**src/rtl/reg_cr_pkg.sv**
```systemverilog
// reg_cr_pkg: shared sizes, CR permission bits and entry/write types for the capability register file
package reg_cr_pkg;
   localparam int SIZE_ADDR   = 16;
   localparam int SIZE_DATA   = 8;
   localparam int SIZE_TGT_CR = 3;
   localparam int SIZE_TGT_AR = 3;
   localparam int HBIT_ADDR   = SIZE_ADDR - 1;
   localparam int HBIT_DATA   = SIZE_DATA - 1;
   localparam int HBIT_TGT_CR = SIZE_TGT_CR - 1;
   localparam int HBIT_TGT_AR = SIZE_TGT_AR - 1;
   localparam int NUM_CR      = 1 << SIZE_TGT_CR;
   localparam int PERM_LOAD   = 0;
   localparam int PERM_STORE  = 1;
   localparam int PERM_EXEC   = 2;

   typedef struct packed {
      logic [HBIT_ADDR:0] base;
      logic [HBIT_ADDR:0] len;
      logic [HBIT_ADDR:0] cur;
      logic [HBIT_DATA:0] perms;
      logic [HBIT_DATA:0] attr;
      logic               tag;
   } cr_entry_t;

   typedef struct packed {
      logic we_base, we_len, we_cur, we_perms, we_attr, we_tag;
      cr_entry_t data;
   } cr_wr_t;

   // Post-write view of one entry: CR-path cur beats AR-path cur; bounds/perm edits drop the tag unless it is written.
   function automatic cr_entry_t cr_merge(cr_entry_t old, logic cr_hit, cr_wr_t wr, logic ar_hit,
                                          logic [HBIT_ADDR:0] ar_data);
      cr_entry_t n;
      n.base  = cr_hit && wr.we_base  ? wr.data.base  : old.base;
      n.len   = cr_hit && wr.we_len   ? wr.data.len   : old.len;
      n.perms = cr_hit && wr.we_perms ? wr.data.perms : old.perms;
      n.attr  = cr_hit && wr.we_attr  ? wr.data.attr  : old.attr;
      n.cur   = cr_hit && wr.we_cur   ? wr.data.cur   : ar_hit ? ar_data : old.cur;
      n.tag   = cr_hit && wr.we_tag   ? wr.data.tag   :
                cr_hit && (wr.we_base || wr.we_len || wr.we_perms || wr.we_attr) ? 1'b0 : old.tag;
      return n;
   endfunction
endpackage

```
**src/rtl/reg_cr_rd_bypass.sv**
```systemverilog
// cr_rd_bypass: one read port with zero-cycle write-through and in-bounds flag
module cr_rd_bypass
   import reg_cr_pkg::*;
(
   input  logic [HBIT_TGT_CR:0] rd_addr,
   input  cr_entry_t            stored,
   input  logic [HBIT_TGT_CR:0] cr_addr,
   input  cr_wr_t               wr,
   input  logic                 ar_we,
   input  logic [HBIT_TGT_AR:0] ar_addr,
   input  logic [HBIT_ADDR:0]   ar_data,
   output cr_entry_t            rd,
   output logic                 inb
);
   logic [SIZE_ADDR:0] lim;
   always_comb begin
      rd  = cr_merge(stored, cr_addr == rd_addr, wr, ar_we && SIZE_TGT_CR'(ar_addr) == rd_addr, ar_data);
      lim = {1'b0, rd.base} + {1'b0, rd.len};
      inb = rd.tag && rd.cur >= rd.base && {1'b0, rd.cur} < lim;
   end
endmodule

```
**src/rtl/reg_cr.sv**
```systemverilog
// reg_cr: capability register file with per-field writes, AR-path cur updates and two bypassed read ports
module reg_cr
   import reg_cr_pkg::*;
(
   input  logic                 iw_clk,
   input  logic                 iw_rst,
   input  logic [HBIT_TGT_CR:0] iw_cr_write_addr,
   input  logic                 iw_cr_we_base,
   input  logic                 iw_cr_we_len,
   input  logic                 iw_cr_we_cur,
   input  logic [HBIT_ADDR:0]   iw_cr_base,
   input  logic [HBIT_ADDR:0]   iw_cr_len,
   input  logic [HBIT_ADDR:0]   iw_cr_cur,
   input  logic                 iw_cr_we_perms,
   input  logic                 iw_cr_we_attr,
   input  logic [HBIT_DATA:0]   iw_cr_perms,
   input  logic [HBIT_DATA:0]   iw_cr_attr,
   input  logic                 iw_cr_we_tag,
   input  logic                 iw_cr_tag,
   input  logic                 iw_ar_write_enable,
   input  logic [HBIT_TGT_AR:0] iw_ar_write_addr,
   input  logic [HBIT_ADDR:0]   iw_ar_write_data,
   input  logic [HBIT_TGT_CR:0] iw_r0_addr,
   output logic [HBIT_ADDR:0]   ow_r0_base,
   output logic [HBIT_ADDR:0]   ow_r0_len,
   output logic [HBIT_ADDR:0]   ow_r0_cur,
   output logic [HBIT_DATA:0]   ow_r0_perms,
   output logic [HBIT_DATA:0]   ow_r0_attr,
   output logic                 ow_r0_tag,
   output logic                 ow_r0_inb,
   input  logic [HBIT_TGT_CR:0] iw_r1_addr,
   output logic [HBIT_ADDR:0]   ow_r1_base,
   output logic [HBIT_ADDR:0]   ow_r1_len,
   output logic [HBIT_ADDR:0]   ow_r1_cur,
   output logic [HBIT_DATA:0]   ow_r1_perms,
   output logic [HBIT_DATA:0]   ow_r1_attr,
   output logic                 ow_r1_tag,
   output logic                 ow_r1_inb
);
   cr_entry_t mem [NUM_CR];
   cr_wr_t    wr;
   logic      ar_we;
   cr_entry_t rd0, rd1;

   // Writes are masked during reset so the bypass cannot leak them onto the read ports.
   always_comb begin
      wr.we_base  = iw_cr_we_base  && !iw_rst;
      wr.we_len   = iw_cr_we_len   && !iw_rst;
      wr.we_cur   = iw_cr_we_cur   && !iw_rst;
      wr.we_perms = iw_cr_we_perms && !iw_rst;
      wr.we_attr  = iw_cr_we_attr  && !iw_rst;
      wr.we_tag   = iw_cr_we_tag   && !iw_rst;
      wr.data     = '{base: iw_cr_base, len: iw_cr_len, cur: iw_cr_cur,
                      perms: iw_cr_perms, attr: iw_cr_attr, tag: iw_cr_tag};
      ar_we       = iw_ar_write_enable && !iw_rst;
   end

   always_ff @(posedge iw_clk or posedge iw_rst)
      if (iw_rst)
         for (int i = 0; i < NUM_CR; i++) mem[i] <= '0;
      else
         for (int i = 0; i < NUM_CR; i++)
            mem[i] <= cr_merge(mem[i], iw_cr_write_addr == SIZE_TGT_CR'(i), wr,
                               ar_we && iw_ar_write_addr == SIZE_TGT_AR'(i), iw_ar_write_data);

   cr_rd_bypass u_rd0 (
      .rd_addr (iw_r0_addr),
      .stored  (mem[iw_r0_addr]),
      .cr_addr (iw_cr_write_addr),
      .wr      (wr),
      .ar_we   (ar_we),
      .ar_addr (iw_ar_write_addr),
      .ar_data (iw_ar_write_data),
      .rd      (rd0),
      .inb     (ow_r0_inb)
   );

   cr_rd_bypass u_rd1 (
      .rd_addr (iw_r1_addr),
      .stored  (mem[iw_r1_addr]),
      .cr_addr (iw_cr_write_addr),
      .wr      (wr),
      .ar_we   (ar_we),
      .ar_addr (iw_ar_write_addr),
      .ar_data (iw_ar_write_data),
      .rd      (rd1),
      .inb     (ow_r1_inb)
   );

   assign {ow_r0_base, ow_r0_len, ow_r0_cur, ow_r0_perms, ow_r0_attr, ow_r0_tag} = rd0;
   assign {ow_r1_base, ow_r1_len, ow_r1_cur, ow_r1_perms, ow_r1_attr, ow_r1_tag} = rd1;
endmodule

```
**config.mk**
```make
export PLATFORM = sky130hd
export DESIGN_NAME = reg_cr
export DESIGN_NICKNAME = d
export VERILOG_FILES = /design/src/rtl/reg_cr_pkg.sv /design/src/rtl/reg_cr_rd_bypass.sv /design/src/rtl/reg_cr.sv
export SDC_FILE = /design/constraint.sdc
export NUM_CORES = 2
export LEC_CHECK = 0
export BUFFER_PORTS_ARGS = -buffer_cell sky130_fd_sc_hd__buf_2
export CAP_MARGIN = 15
export CORE_MARGIN = 4
export CORE_UTILIZATION = 25
export CTS_BUF_LIST = sky130_fd_sc_hd__clkbuf_2 sky130_fd_sc_hd__clkbuf_4 sky130_fd_sc_hd__clkbuf_8
export CTS_CLUSTER_SIZE = 8
export DETAILED_ROUTE_END_ITERATION = 10
export PLACE_DENSITY_LB_ADDON = 0.15
export SLEW_MARGIN = 20
export SYNTH_ARGS = -nofsm -noshare
export SYNTH_HDL_FRONTEND = slang
export SYNTH_SLANG_ARGS = --single-unit
export TNS_END_PERCENT = 20
```
**constraint.sdc**
```tcl
create_clock -name iw_clk -period 42.6 [get_ports iw_clk]
set_clock_uncertainty 0.2 [all_clocks]
set_input_delay 8.52 -clock iw_clk [delete_from_list [all_inputs] [get_ports iw_clk]]
set_output_delay 8.52 -clock iw_clk [all_outputs]
set_load 0.05 [all_outputs]
```
# ---- Word-level counts from Yosys, hierarchy flattened
# Index checks and enable logic that the tools add are counted.
dict set report classes {
  n_lt_le_gt_ge 6
  eq_ne 18
  bitwise_logic 2
  mux 54
  n_reduce_logical 113
  add_sub_neg 2
}
# operator n
set op_table {}
lappend op_table {{$bmux W65 S3} 2}
lappend op_table {{$mux W16} 24}
lappend op_table {{$mux W65} 4}
lappend op_table {{$logic_and A1 B1 Y1} 91}
lappend op_table {{$add A16 B16 Y17} 2}
lappend op_table {{$lt A16 B17 Y1} 2}
lappend op_table {{$ge A16 B16 Y1} 2}
lappend op_table {{$mux W8} 4}
lappend op_table {{$reduce_bool A2 Y1} 16}
lappend op_table {{$eq A3 B3 Y1 const B} 8}
lappend op_table {{$mux W1} 20}
lappend op_table {{$eq A3 B2 Y1 const B} 4}
lappend op_table {{$eq A3 B3 Y1} 4}
lappend op_table {{$ge A4 B4 Y1 const B} 2}
lappend op_table {{$not A3 Y4} 2}
lappend op_table {{$eq A3 B1 Y1 const B} 2}
lappend op_table {{$logic_not A3 Y1} 2}
lappend op_table {{$logic_or A1 B1 Y1} 3}
lappend op_table {{$logic_not A1 Y1} 1}
dict set report word_totals {
  inputBits 102
  ff_bits 520
}

# ---- Logic depth before layout (Yosys ltp)
dict set report depth {
  word_depth 10
  ltp_mapped 23
}

# ---- Modules after synthesis
# From an unflattened synthesis, not the netlist that was laid out.
dict set report hier_totals {
  cells_unflattened 2776
  hier_area_um2 34529.4
}
# mod instances area_each_um2 cells_each seq_area_each_um2
set by_module_without_submodules {}
lappend by_module_without_submodules {reg_cr 1 29713.5 2179 13012.5}
lappend by_module_without_submodules {{cr_rd_bypass (u_rd0)} 1 2427.3 301 0.0}
lappend by_module_without_submodules {{cr_rd_bypass (u_rd1)} 1 2388.5 296 0.0}

# ---- Worst setup path before layout
# No wires, ideal clock.
dict set report synth_timing {
  path_kind {in2out}
  start {input iw_rst}
  end {output ow_r1_inb}
  path_buffers 1
  setup_slack_ns 13.722
  path_stages 22
  arrival_ns 20.158
  required_time_ns 33.880
  path_cell_list {inv_2 -> nand2_1 -> nor2_1 -> clkbuf_1 -> nand2_1 -> o21ai_0 -> ha_1 -> inv_1 -> fa_1 -> nor2b_1 -> o31ai_1 -> a21oi_1 -> o21ai_0 -> nor2b_1 -> o311a_1 -> ha_1 -> nand3_1 -> nand2_1 -> a21oi_1 -> o21a_1 -> nand4_1 -> a311oi_2}
}
# item line_no
set synth_lines {}
lappend synth_lines {{start, declared} reg_cr.sv:6} ;# input logic iw_rst,
lappend synth_lines {{$logic_not A1 Y1 (no source line) *} -}
lappend synth_lines {{$logic_and A1 B1 Y1 *} reg_cr.sv:47} ;# wr.we_base = iw_cr_we_base && !iw_rst;
lappend synth_lines {{$logic_and A1 B1 Y1 *} reg_cr_pkg.sv:34} ;# n.base = cr_hit && wr.we_base ? wr.data.base : old.base;
lappend synth_lines {{$mux W16 *} reg_cr_pkg.sv:34}
lappend synth_lines {{named net ow_r1_base[0]} reg_cr.sv:32} ;# output logic [HBIT_ADDR:0] ow_r1_base,
lappend synth_lines {{$add A16 B16 Y17 or $ge A16 B16 Y1 (tied branches)} {reg_cr_rd_bypass.sv:18, reg_cr_rd_bypass.sv:19}}
lappend synth_lines {{$lt A16 B17 Y1 or $logic_and A1 B1 Y1 (tied branches)} reg_cr_rd_bypass.sv:19} ;# inb = rd.tag && rd.cur >= rd.base && {1'b0, rd.cur} < lim;
lappend synth_lines {{$logic_and A1 B1 Y1 *} reg_cr_rd_bypass.sv:19}
lappend synth_lines {{end, declared} reg_cr.sv:38} ;# output logic ow_r1_inb
# The timed path passes the listed nets; every way through them passes the cells marked *.

# ---- Worst setup path in the final report
dict set report layout_timing {
  start {input iw_r1_addr[0]}
  end {output ow_r1_inb}
}
dict set report layout_via {
  elab_chain_len 9
}
# item line_no
set layout_lines {}
lappend layout_lines {{start, declared} reg_cr.sv:31} ;# input logic [HBIT_TGT_CR:0] iw_r1_addr,
lappend layout_lines {{branches (longest 8 deep; another with $add A16 B16 Y17)} -}
lappend layout_lines {{$logic_and A1 B1 Y1 *} reg_cr_rd_bypass.sv:19}
# Every way passes the cells marked *. The select of a mux whose other input is x is not followed.

==> results.cfg <==
[timing]
period_needed_ns = 23.50
tightest_slew_ns = 1.12
slew_viol_final = 0
max_freq_mhz = 42.6
hold_viol_final = 0
setup_ws_ns = 19.10
slew_headroom = 0.248
fin_crit_sh = 0.552
setup_viol = 0
setup_tns_ns = 0
rsz0062_at_grt = no

[logic_synthesis]
syn_avg_cell_area_um2 = 12.0
yosysMostFrequentCell = dfrtp_1
netlist-cell-type-count = 62
yosys.area.top_type_share = 0.393
synthFlopType = dfrtp_1
synth_area_um2 = 33100
ys_ff_latch = 520
synth_edf_count = 0
synth_fp_nets = 2959
synthArstFlopShare = 1.00
postSynthCellCount = 2761
synth_area_leader_cell = dfrtp_1
yosysWarnings = 0
ys_top_cells_by_area = dfrtp_1 39%, mux4_2 18%, mux2_2 13%
seq_area_frac_synth = 0.393
synth_common_cells = 520 x dfrtp_1, 387 x mux2_2, 258 x mux4_2

[floorplan]
dieArea_um2 = 138000
fp.dieH_um = 372
rows = 133
fp.dieW_um = 372
coreArea_um2 = 132000
initial_core_util = 0.252
io_pins = 234

[pwr]
switching_power_w = 0.000858
seqPwrFrac = 0.324
powerDensity_nw_per_um2 = 56.0
switching_share = 0.399
leakagePower_nw = 16.3
p_clk_frac = 0.260
irDropWorstVdd_mv = 0.0279
pwr-share-comb = 0.416
internal-power_w = 0.00129

[routing]
ant_nets = 0
via_per_inst = 5.08
wl_per_cell_um = 27.0
drt_wl_total_um = 129000
dr_total_vias = 24200
firstDrtPassIters = 5
first_iter_violations = 1772
drc_errors = 0

[setup_path]
rrSetupSlack_ns = 41.58
crit_path_end_kind = primary output
r2r_cells = 2
required_ns = 33.88
r2r_start = mem[278]
crit_type = in -> out
critPathCapture = ow_r1_inb
startpoint_type = input port
critPathLaunch = iw_r1_addr[0]
path_max_fanout = 38
arrival_ns = 14.78
reg2reg_to = mem[278]

[cts]
insertion_delay_ns = 0.77
cts_tree = yes
clk_pin_slew_ns = 0.06
ctsHoldBuffers = 0
cts_htree_levels = 3
post-cts-setup-buffer-count = 0
cts.sinks = 520
cts_root_buffer = clkbuf_8
numCtsBuffers = 100
cts.path.max_buffers = 3
cts.repair.resized = 0

[placement]
pre_cts_ws_ns = 19.01
portBuffers = 233
place_congestion = 0.856
dp_hpwl_um = 86500

[grt]
grt_pass1_wl_um = 185000
grt_pass1_vias = 25200
grt_busiest_layer = met2
overflow = 0
track_usage = 0.184
grt_max_degree = 168
met1_usage = 0.241
antenna_found_initial = 42
global_route.usage.met3 = 0.0566
use_met2 = 0.299

[finish]
drive_gt1_frac = 0.395
fillers = 13500
reg_top3 = mem (520)
largest_reg_flops = 520
utilization = 0.292
nets = 3126
top_register = mem
syn_to_final_growth_pct = 15.9

[hold_path]
hp-start = mem[389]
hp-class = reg -> reg

[outcome]
status = finished clean

[flow_run]
cap_violations = 0
==> per-stage QoR <==
stage,total power [W],cells,area [um^2],hold slack (ns)
2_1_floorplan,0.00132,2761,33100,0.283
3_3_place_gp,0.00158,4581,36100,0.299
3_5_place_dp,0.00160,4581,36200,0.310
4_1_cts,0.00218,4762,38400,0.323
5_1_grt,0.00229,4766,38400,0.336
6_report,0.00215,4775,38400,0.321
==> worst max-delay path, cell delays in order <==
cell and delay (ns):
buf_8 0.30, buf_4 0.76, buf_4 0.81, mux4_2 0.60, mux2i_1 0.15, o21ai_0 0.13
ha_1 0.26, or3_1 0.43, o31ai_1 0.49, o221ai_1 0.21, a21oi_1 0.20, xor2_1 0.19
ha_1 0.28, a21oi_1 0.16, nand2_1 0.08, a21oi_1 0.14, o21a_1 0.14, nand4_1 0.12
a311oi_2 0.29, buf_2 0.39
==> per-layer routing <==
layer	vias up	part of all wire
met5	-	0.00065
met4	14	0.022
met3	203	0.075
met2	708	0.47
met1	12700	0.43
li1	10700	-
==> final cells by class <==
type	count	area, um^2	share of cell area
multi-input cells	1941	18900	0.492
flip-flops and latches	520	13000	0.339
well taps	1755	2200	0.0572
clock buffers	167	2040	0.0532
repair buffers	320	1880	0.0490
inverters	45	176	0.00459
clock inverters	14	174	0.00453
diodes	13	32.5	0.000847
==> worst min path at each step <==
stage / cells past startpoint / end
after global placement: 1 / mem[364]
after floorplan: 2 / mem[390]
after global routing: 1 / mem[330]
final: 1 / mem[389]
after detailed placement: 1 / mem[389]
after CTS: 1 / mem[389]
==> power groups by stage <==
stage / logic [W] / registers (W) / clock network [W]
3_5_place_dp: 0.000901 / 0.000704 / 0
3_3_place_gp: 0.000889 / 0.000692 / 0
4_1_cts: 0.000905 / 0.000696 / 0.000578
5_1_grt: 0.000976 / 0.000712 / 0.000598
2_1_floorplan: 0.000648 / 0.000673 / 0
6_report: 0.000896 / 0.000697 / 0.000558
==> layout by cell type, fill, tap and decap left out, types with 9 or more instances in the layout <==
| cell | count |
|---|---|
| nor2_1 | 122 |
| mux2i_1 | 256 |
| nor2b_1 | 11 |
| a21oi_1 | 132 |
| ha_1 | 94 |
| nand4_1 | 12 |
| inv_1 | 44 |
| a21o_1 | 15 |
| nand2b_1 | 11 |
| nand2_1 | 235 |
| nand3_1 | 9 |
| mux2_2 | 387 |
| buf_4 | 87 |
| clkbuf_8 | 126 |
| nor2_2 | 16 |
| xnor2_1 | 9 |
| o21ai_0 | 204 |
| diode_2 | 13 |
| dfrtp_1 | 520 |
| o21ai_1 | 10 |
| o21a_1 | 37 |
| buf_2 | 227 |
| mux4_2 | 258 |
| clkbuf_4 | 41 |
| xor2_1 | 25 |
==> cell families (layout without fill, tap and decap cells) <==
| group | count (synthesis) | after routing | share of synthesized area |
|---|---|---|---|
| buffers and inverters | 300 | 546 | 0.0406 |
| AND/OR/NAND/NOR | 467 | 467 | 0.0599 |
| multiplexers | 904 | 904 | 0.387 |
| flip-flops | 520 | 520 | 0.393 |
| AO/OA/AOI/OAI | 440 | 440 | 0.0745 |
| XOR/XNOR | 34 | 34 | 0.00899 |
| adder cells (fa/ha/maj) | 96 | 96 | 0.0367 |
| other | 0 | 13 | 0 |
(Power assumes the default switching activity.)
